File: src/rtl/fifo_uart_pkg.sv
// Shared types and constants for the FIFO-fed UART transmitter.
// The optional parity bit is enabled with the FIFO_UART_TX_PARITY_EN macro.
package fifo_uart_pkg;

  typedef enum logic [2:0] {
    ST_IDLE   = 3'd0,
    ST_FETCH  = 3'd1,
    ST_LOAD   = 3'd2,
    ST_START  = 3'd3,
    ST_DATA   = 3'd4,
    ST_PARITY = 3'd5,
    ST_STOP   = 3'd6
  } state_t;

  localparam int DATA_W_DEF = 8;

  localparam logic TX_IDLE  = 1'b1;
  localparam logic TX_START = 1'b0;

endpackage

File: src/rtl/fifo_uart_tx_baud.sv
// Bit-period timer: counts 0..CLKS_PER_BIT-1 while not cleared and flags the
// last cycle (bit_tick) and the one before it (pre_tick) of every bit.
module uart_baud_gen #(
  parameter int CLKS_PER_BIT = 16
) (
  input  logic clk,
  input  logic rst,
  input  logic clear,
  output logic bit_tick,
  output logic pre_tick
);

  localparam int CW = (CLKS_PER_BIT > 2) ? $clog2(CLKS_PER_BIT) : 1;
  localparam logic [CW-1:0] LAST = CW'(CLKS_PER_BIT - 1);
  localparam logic [CW-1:0] PRE  = CW'(CLKS_PER_BIT - 2);

  logic [CW-1:0] r_cnt;

  always_ff @(posedge clk) begin
    if (rst || clear) begin
      r_cnt <= '0;
    end else if (r_cnt == LAST) begin
      r_cnt <= '0;
    end else begin
      r_cnt <= r_cnt + 1'b1;
    end
  end

  assign bit_tick = !clear && (r_cnt == LAST);
  assign pre_tick = !clear && (r_cnt == PRE);

endmodule

File: src/rtl/fifo_uart_tx.sv
// Pops bytes from the upstream FIFO and sends them as LSB-first UART frames.
// Define FIFO_UART_TX_PARITY_EN to insert an even-parity bit before the stop bits.
module fifo_uart_tx
  import fifo_uart_pkg::*;
#(
  parameter int CLKS_PER_BIT = 16,
  parameter int DATA_W       = DATA_W_DEF,
  parameter int STOP_BITS    = 1
) (
  input  logic              clk,
  input  logic              rst,
  input  logic              enable,
  input  logic              buf_empty,
  input  logic [DATA_W-1:0] buf_out,
  output logic              rd_en,
  output logic              tx,
  output logic              busy,
  output logic              tx_done,
  output state_t            dbg_state
);

  localparam int BCW = (DATA_W > 1) ? $clog2(DATA_W) : 1;
  localparam logic [BCW-1:0] LAST_BIT = BCW'(DATA_W - 1);

  state_t            r_state;
  logic [DATA_W-1:0] r_shift;
  logic [BCW-1:0]    r_bit_cnt;
  logic              r_stop_cnt;
  logic              r_tx;
  logic              r_rd_en;
  logic              r_busy;
  logic              r_tx_done;
`ifdef FIFO_UART_TX_PARITY_EN
  logic              r_parity;
`endif

  logic              w_clear;
  logic              w_bit_tick;
  logic              w_pre_tick;
  logic              w_last_stop;
  logic [DATA_W-1:0] w_shift_next;

  // Baud timer is held at zero until the frame starts, so START gets a full bit.
  assign w_clear      = (r_state == ST_IDLE) || (r_state == ST_FETCH) || (r_state == ST_LOAD);
  assign w_last_stop  = (STOP_BITS == 1) || r_stop_cnt;
  assign w_shift_next = r_shift >> 1;

  uart_baud_gen #(.CLKS_PER_BIT(CLKS_PER_BIT)) u_baud (
    .clk      (clk),
    .rst      (rst),
    .clear    (w_clear),
    .bit_tick (w_bit_tick),
    .pre_tick (w_pre_tick)
  );

  always_ff @(posedge clk) begin
    if (rst) begin
      r_state    <= ST_IDLE;
      r_shift    <= '0;
      r_bit_cnt  <= '0;
      r_stop_cnt <= 1'b0;
      r_tx       <= TX_IDLE;
      r_rd_en    <= 1'b0;
      r_busy     <= 1'b0;
      r_tx_done  <= 1'b0;
`ifdef FIFO_UART_TX_PARITY_EN
      r_parity   <= 1'b0;
`endif
    end else begin
      r_rd_en <= 1'b0;
      case (r_state)
        ST_IDLE: begin
          if (enable && !buf_empty) begin
            r_state <= ST_FETCH;
            r_rd_en <= 1'b1;
            r_busy  <= 1'b1;
          end
        end
        ST_FETCH: r_state <= ST_LOAD;
        ST_LOAD: begin
          r_shift <= buf_out;
`ifdef FIFO_UART_TX_PARITY_EN
          r_parity <= ^buf_out;
`endif
          r_tx    <= TX_START;
          r_state <= ST_START;
        end
        ST_START: begin
          if (w_bit_tick) begin
            r_state   <= ST_DATA;
            r_tx      <= r_shift[0];
            r_bit_cnt <= '0;
          end
        end
        ST_DATA: begin
          if (w_bit_tick) begin
            r_shift <= w_shift_next;
            if (r_bit_cnt == LAST_BIT) begin
`ifdef FIFO_UART_TX_PARITY_EN
              r_state <= ST_PARITY;
              r_tx    <= r_parity;
`else
              r_state    <= ST_STOP;
              r_tx       <= TX_IDLE;
              r_stop_cnt <= 1'b0;
`endif
            end else begin
              r_bit_cnt <= r_bit_cnt + 1'b1;
              r_tx      <= w_shift_next[0];
            end
          end
        end
`ifdef FIFO_UART_TX_PARITY_EN
        ST_PARITY: begin
          if (w_bit_tick) begin
            r_state    <= ST_STOP;
            r_tx       <= TX_IDLE;
            r_stop_cnt <= 1'b0;
          end
        end
`endif
        ST_STOP: begin
          // tx_done is registered, so it is raised one cycle ahead of the last stop cycle.
          if (w_pre_tick && w_last_stop) r_tx_done <= 1'b1;
          if (w_bit_tick) begin
            if (w_last_stop) begin
              r_state   <= ST_IDLE;
              r_busy    <= 1'b0;
              r_tx_done <= 1'b0;
            end else begin
              r_stop_cnt <= 1'b1;
            end
          end
        end
        default: begin
          r_state <= ST_IDLE;
          r_tx    <= TX_IDLE;
          r_busy  <= 1'b0;
        end
      endcase
    end
  end

  assign rd_en     = r_rd_en;
  assign tx        = r_tx;
  assign busy      = r_busy;
  assign tx_done   = r_tx_done;
  assign dbg_state = r_state;

endmodule

File: config.mk
export PLATFORM = sky130hd
export DESIGN_NAME = fifo_uart_tx
export DESIGN_NICKNAME = d
export VERILOG_FILES = /design/src/rtl/fifo_uart_pkg.sv /design/src/rtl/fifo_uart_tx_baud.sv /design/src/rtl/fifo_uart_tx.sv
export SDC_FILE = /design/constraint.sdc
export NUM_CORES = 1
export LEC_CHECK = 0
export ABC_CLOCK_PERIOD_IN_PS = 5500
export BUFFER_PORTS_ARGS = -buffer_cell sky130_fd_sc_hd__buf_2
export CAP_MARGIN = 25
export CORE_MARGIN = 3
export CORE_UTILIZATION = 57
export DETAILED_ROUTE_END_ITERATION = 10
export PLACE_DENSITY = 0.8
export SETUP_SLACK_MARGIN = 0.3
export SLEW_MARGIN = 40
export SYNTH_ARGS = -nofsm -noshare
export SYNTH_HDL_FRONTEND = slang
export SYNTH_SLANG_ARGS = --single-unit
export TNS_END_PERCENT = 100
File: constraint.sdc
create_clock -name clk -period 5.5 [get_ports clk]
set_input_delay 1.1 -clock clk [delete_from_list [all_inputs] [get_ports clk]]
set_output_delay 1.1 -clock clk [all_outputs]
set_load 0.03 [all_outputs]
==> impl_results.md <==
- Post-route insts no fill: 162
- Type of element launching the critical path: flip-flop
- Post-synth net total: 138
- Number of setup buffers added after CTS: 0
- Post-synthesis sequential area ratio: 43.40%
- Share of the synthesized area in the top cell type: 43.40%
- Psw: 0.00008006 W
- Port Buffer Count: 18
- Placed wire-length estimate after detailed placement: 1511 microns
- Number of top-level design ports: 19
- Tightest Hold Check Type: reg -> reg
- Leading post-synthesis cells by cell area: dfxtp_1 (43%), nor2_1 (12%), ha_1 (4.9%)
- Max-slew violation total from the final report: 0
- Clock tree from TritonCTS: done
- Worst-Margin Slew: 519.8 ps
- Area of the core: 1594 sq um
- Fillers: 139
- Area after DPL: 1110 sq um
- Layout overhead on the synthesized area: 12.95%
- Smallest hold slack: 473.6 ps
- CTS root buf: clkbuf_4
- Critical path arrival: 1280 ps
- Post-route clock period utilization: 43.21%
- Crit-path max FO: 17
- Via count of the first global-routing pass: 863
- Starting utilization of the core area: 63.66%
- Clock slew seen by the registers of the worst setup and hold paths: 120 ps
- Slew Limit Headroom: 65.30%
- First-pass iteration count of the detailed router: 4
- Remaining design rule violation count: 0
- Internal power of the cells: 0.0002237 W
- Power per standard cell area: 265.0 nW/um^2
- Worst Setup End Kind: output port
- Overall overflow remaining after global route: 0
- Clk Latency, worst-skew pair: 310 ps
- Depth of the CTS H-tree: 1
- Number of core rows: 14
- Gate count after technology mapping: 122
- Biggest cell delay along the critical path: 670 ps
- Most frequent cells in the layout: nor2_1 (32), dfxtp_1 (22), buf_2 (18)
- Wire length of the first global-routing pass: 3346 microns
- Count of maximum capacitance violations: 0
- Number of buffers and inverters on the critical path: 1
- Die ar.: 2322 sq um
- Data required time of the worst path: 4400 ps
- Worst Path Class, Setup: reg -> out
- FF+latch area: 440.4 sq um
- Area of the multi-input gates: 541.8 sq um
- Final #Nets: 155
- Switching power share of the total: 26.35%
- Cell-by-cell trace of the critical path: buf_2
- Share of final-layout standard cells stronger than drive strength 1: 17.39%
- Post-cts gate resize count: 0
- Combined global-route utilization of all metal layers: 20.48%
- Post-route minimum period: 2376 ps
- Largest area contributor in the netlist: dfxtp_1
- Final hold violation count: 0
- Part of the power in the clock network: 29.3%
- Hold_buf cts: 0
- Average wire length per cell after detail routing: 12.75 microns
- RePlAce Congestion: 0.7578
- Leakage: 0.4690 nW
- Post-synth cell types: 36
- Ratio of routed vias to standard cells: 5.617
- Peak clock frequency supported by timing: 420.8 MHz
- Number of warnings reported in the yosys synthesis log: 0
- Via total after detailed routing: 910
- Largest net degree at the start of global routing: 22
- Top Family by Delay on Critical Path: flip-flops
- Aggregate negative setup slack: 0 ps
- Post-route cell area: 1146 sq um
- Die width: 48.19 microns
- Die height: 48.19 microns
- Relative contribution of combinational cells to total power: 12.8%
- Number of placed instances, taps included: 158
- Detailed Route Iter0 Violations: 20
- Part of the power in registers: 57.9%
- Inserted Clock Buffers: 3
- Yosys reg bits: 22
- Standard cell with the maximum stage delay on the critical path: dfxtp_1
- Setup repair after global routing missed its margin: no
- Mapped Area: 1015 sq um
- Final-report setup violation count: 0
- Layout Skew: 5.559 ps
- Status: finished, final reports clean
- VDD IR max: 0.1929 mV
- Number of sinks handled by clock tree synthesis: 22
- Core Util, Final: 71.90%
- Post-synthesis average cell area: 8.317 sq um
- Antenna cell count: 0
- Commonest non-fill, non-tap cell in the layout: nor2_1
- Antenna violations before repair: 0
- Detailed Route WL: 2065 microns
- Final ANT Viol Nets: 0
- Clock Tree Buf Depth: 2
cells by family after synthesis:
kind of cell	Yosys count	share of synthesized area, %
AO/OA/AOI/OAI	25	16.65
XOR/XNOR	2	1.727
adder cells (fa/ha/maj)	5	5.919
buffers and inverters	8	3.206
flip-flops	22	43.40
AND/OR/NAND/NOR	60	29.10
through the flow:
stage | power, W | worst slack [ps]
2_1_floorplan | 0.0002061 | 3625
3_3_place_gp | 0.0002163 | 3535
3_5_place_dp | 0.0002184 | 3491
4_1_cts | 0.0003050 | 3142
5_1_grt | 0.0003190 | 3061
6_report | 0.0003038 | 3124
sequential cells by signal (all words and copies together) (netlist names):
register      cells
u_baud.r_cnt      4
dbg_state         3
tx_done           1
rd_en             1
busy              1
r_bit_cnt         3
r_shift           8
tx                1
power by group through the flow:
stage	Clock (W)	Sequential [W]	Combinational (W)
2_1_floorplan	0	0.000182	0.0000241
3_3_place_gp	0	0.000179	0.0000376
3_5_place_dp	0	0.000179	0.0000391
4_1_cts	0.0000900	0.000176	0.0000392
5_1_grt	0.0000982	0.000177	0.0000435
6_report	0.0000890	0.000176	0.0000389
layer usage:
layer	vias up	wire (microns)	GRT usage [%]
li1	468	-	-
met1	424	973	21.92
met2	16	1012	37.24
met3	2	64	4.428
met4	0	14	10.22
met5	-	0	0
cell usage after synthesis:
master     n
and2_0     1
xor2_1     1
a32o_1     1
a311o_1    1
nand2b_1   1
xnor2_1    1
a311oi_1   1
maj3_1     1
nand3_1    4
buf_2      2
or4b_4     1
and3_1     1
or3_1      1
a21boi_0   1
o21ai_0    4
o32a_1     1
a21o_1     1
inv_1      2
ha_1       4
nor2b_1    2
nor3_1     3
a211oi_1   3
buf_1      1
and4_1     1
nand3b_1   1
a22oi_1    3
o21bai_1   1
o31ai_1    1
dfxtp_1   22
nor2_1    32
nor4b_1    1
or3b_2     1
nand2_1    3
nor4_1     7
clkbuf_1   3
a21oi_1    7
final timing paths:
check,depth (start not counted),slack [ps],from,end
hold reg to reg,1,470,u_baud.r_cnt[0],u_baud.r_cnt[0]
setup / recovery,1,3120,dbg_state[2],dbg_state[2]
setup reg to reg,5,3620,r_bit_cnt[0],tx
hold / removal,1,470,u_baud.r_cnt[0],u_baud.r_cnt[0]
area by class of cell:
type                       instances  area share [%]
timing repair buffer              18           7.860
multi-input combinational         92           47.27
inverter                           2          0.6550
sequential                        22           38.43
tap                               24           2.620
clock buffer                       4           3.166
No activity file was read; power rests on OpenSTA's default activity.
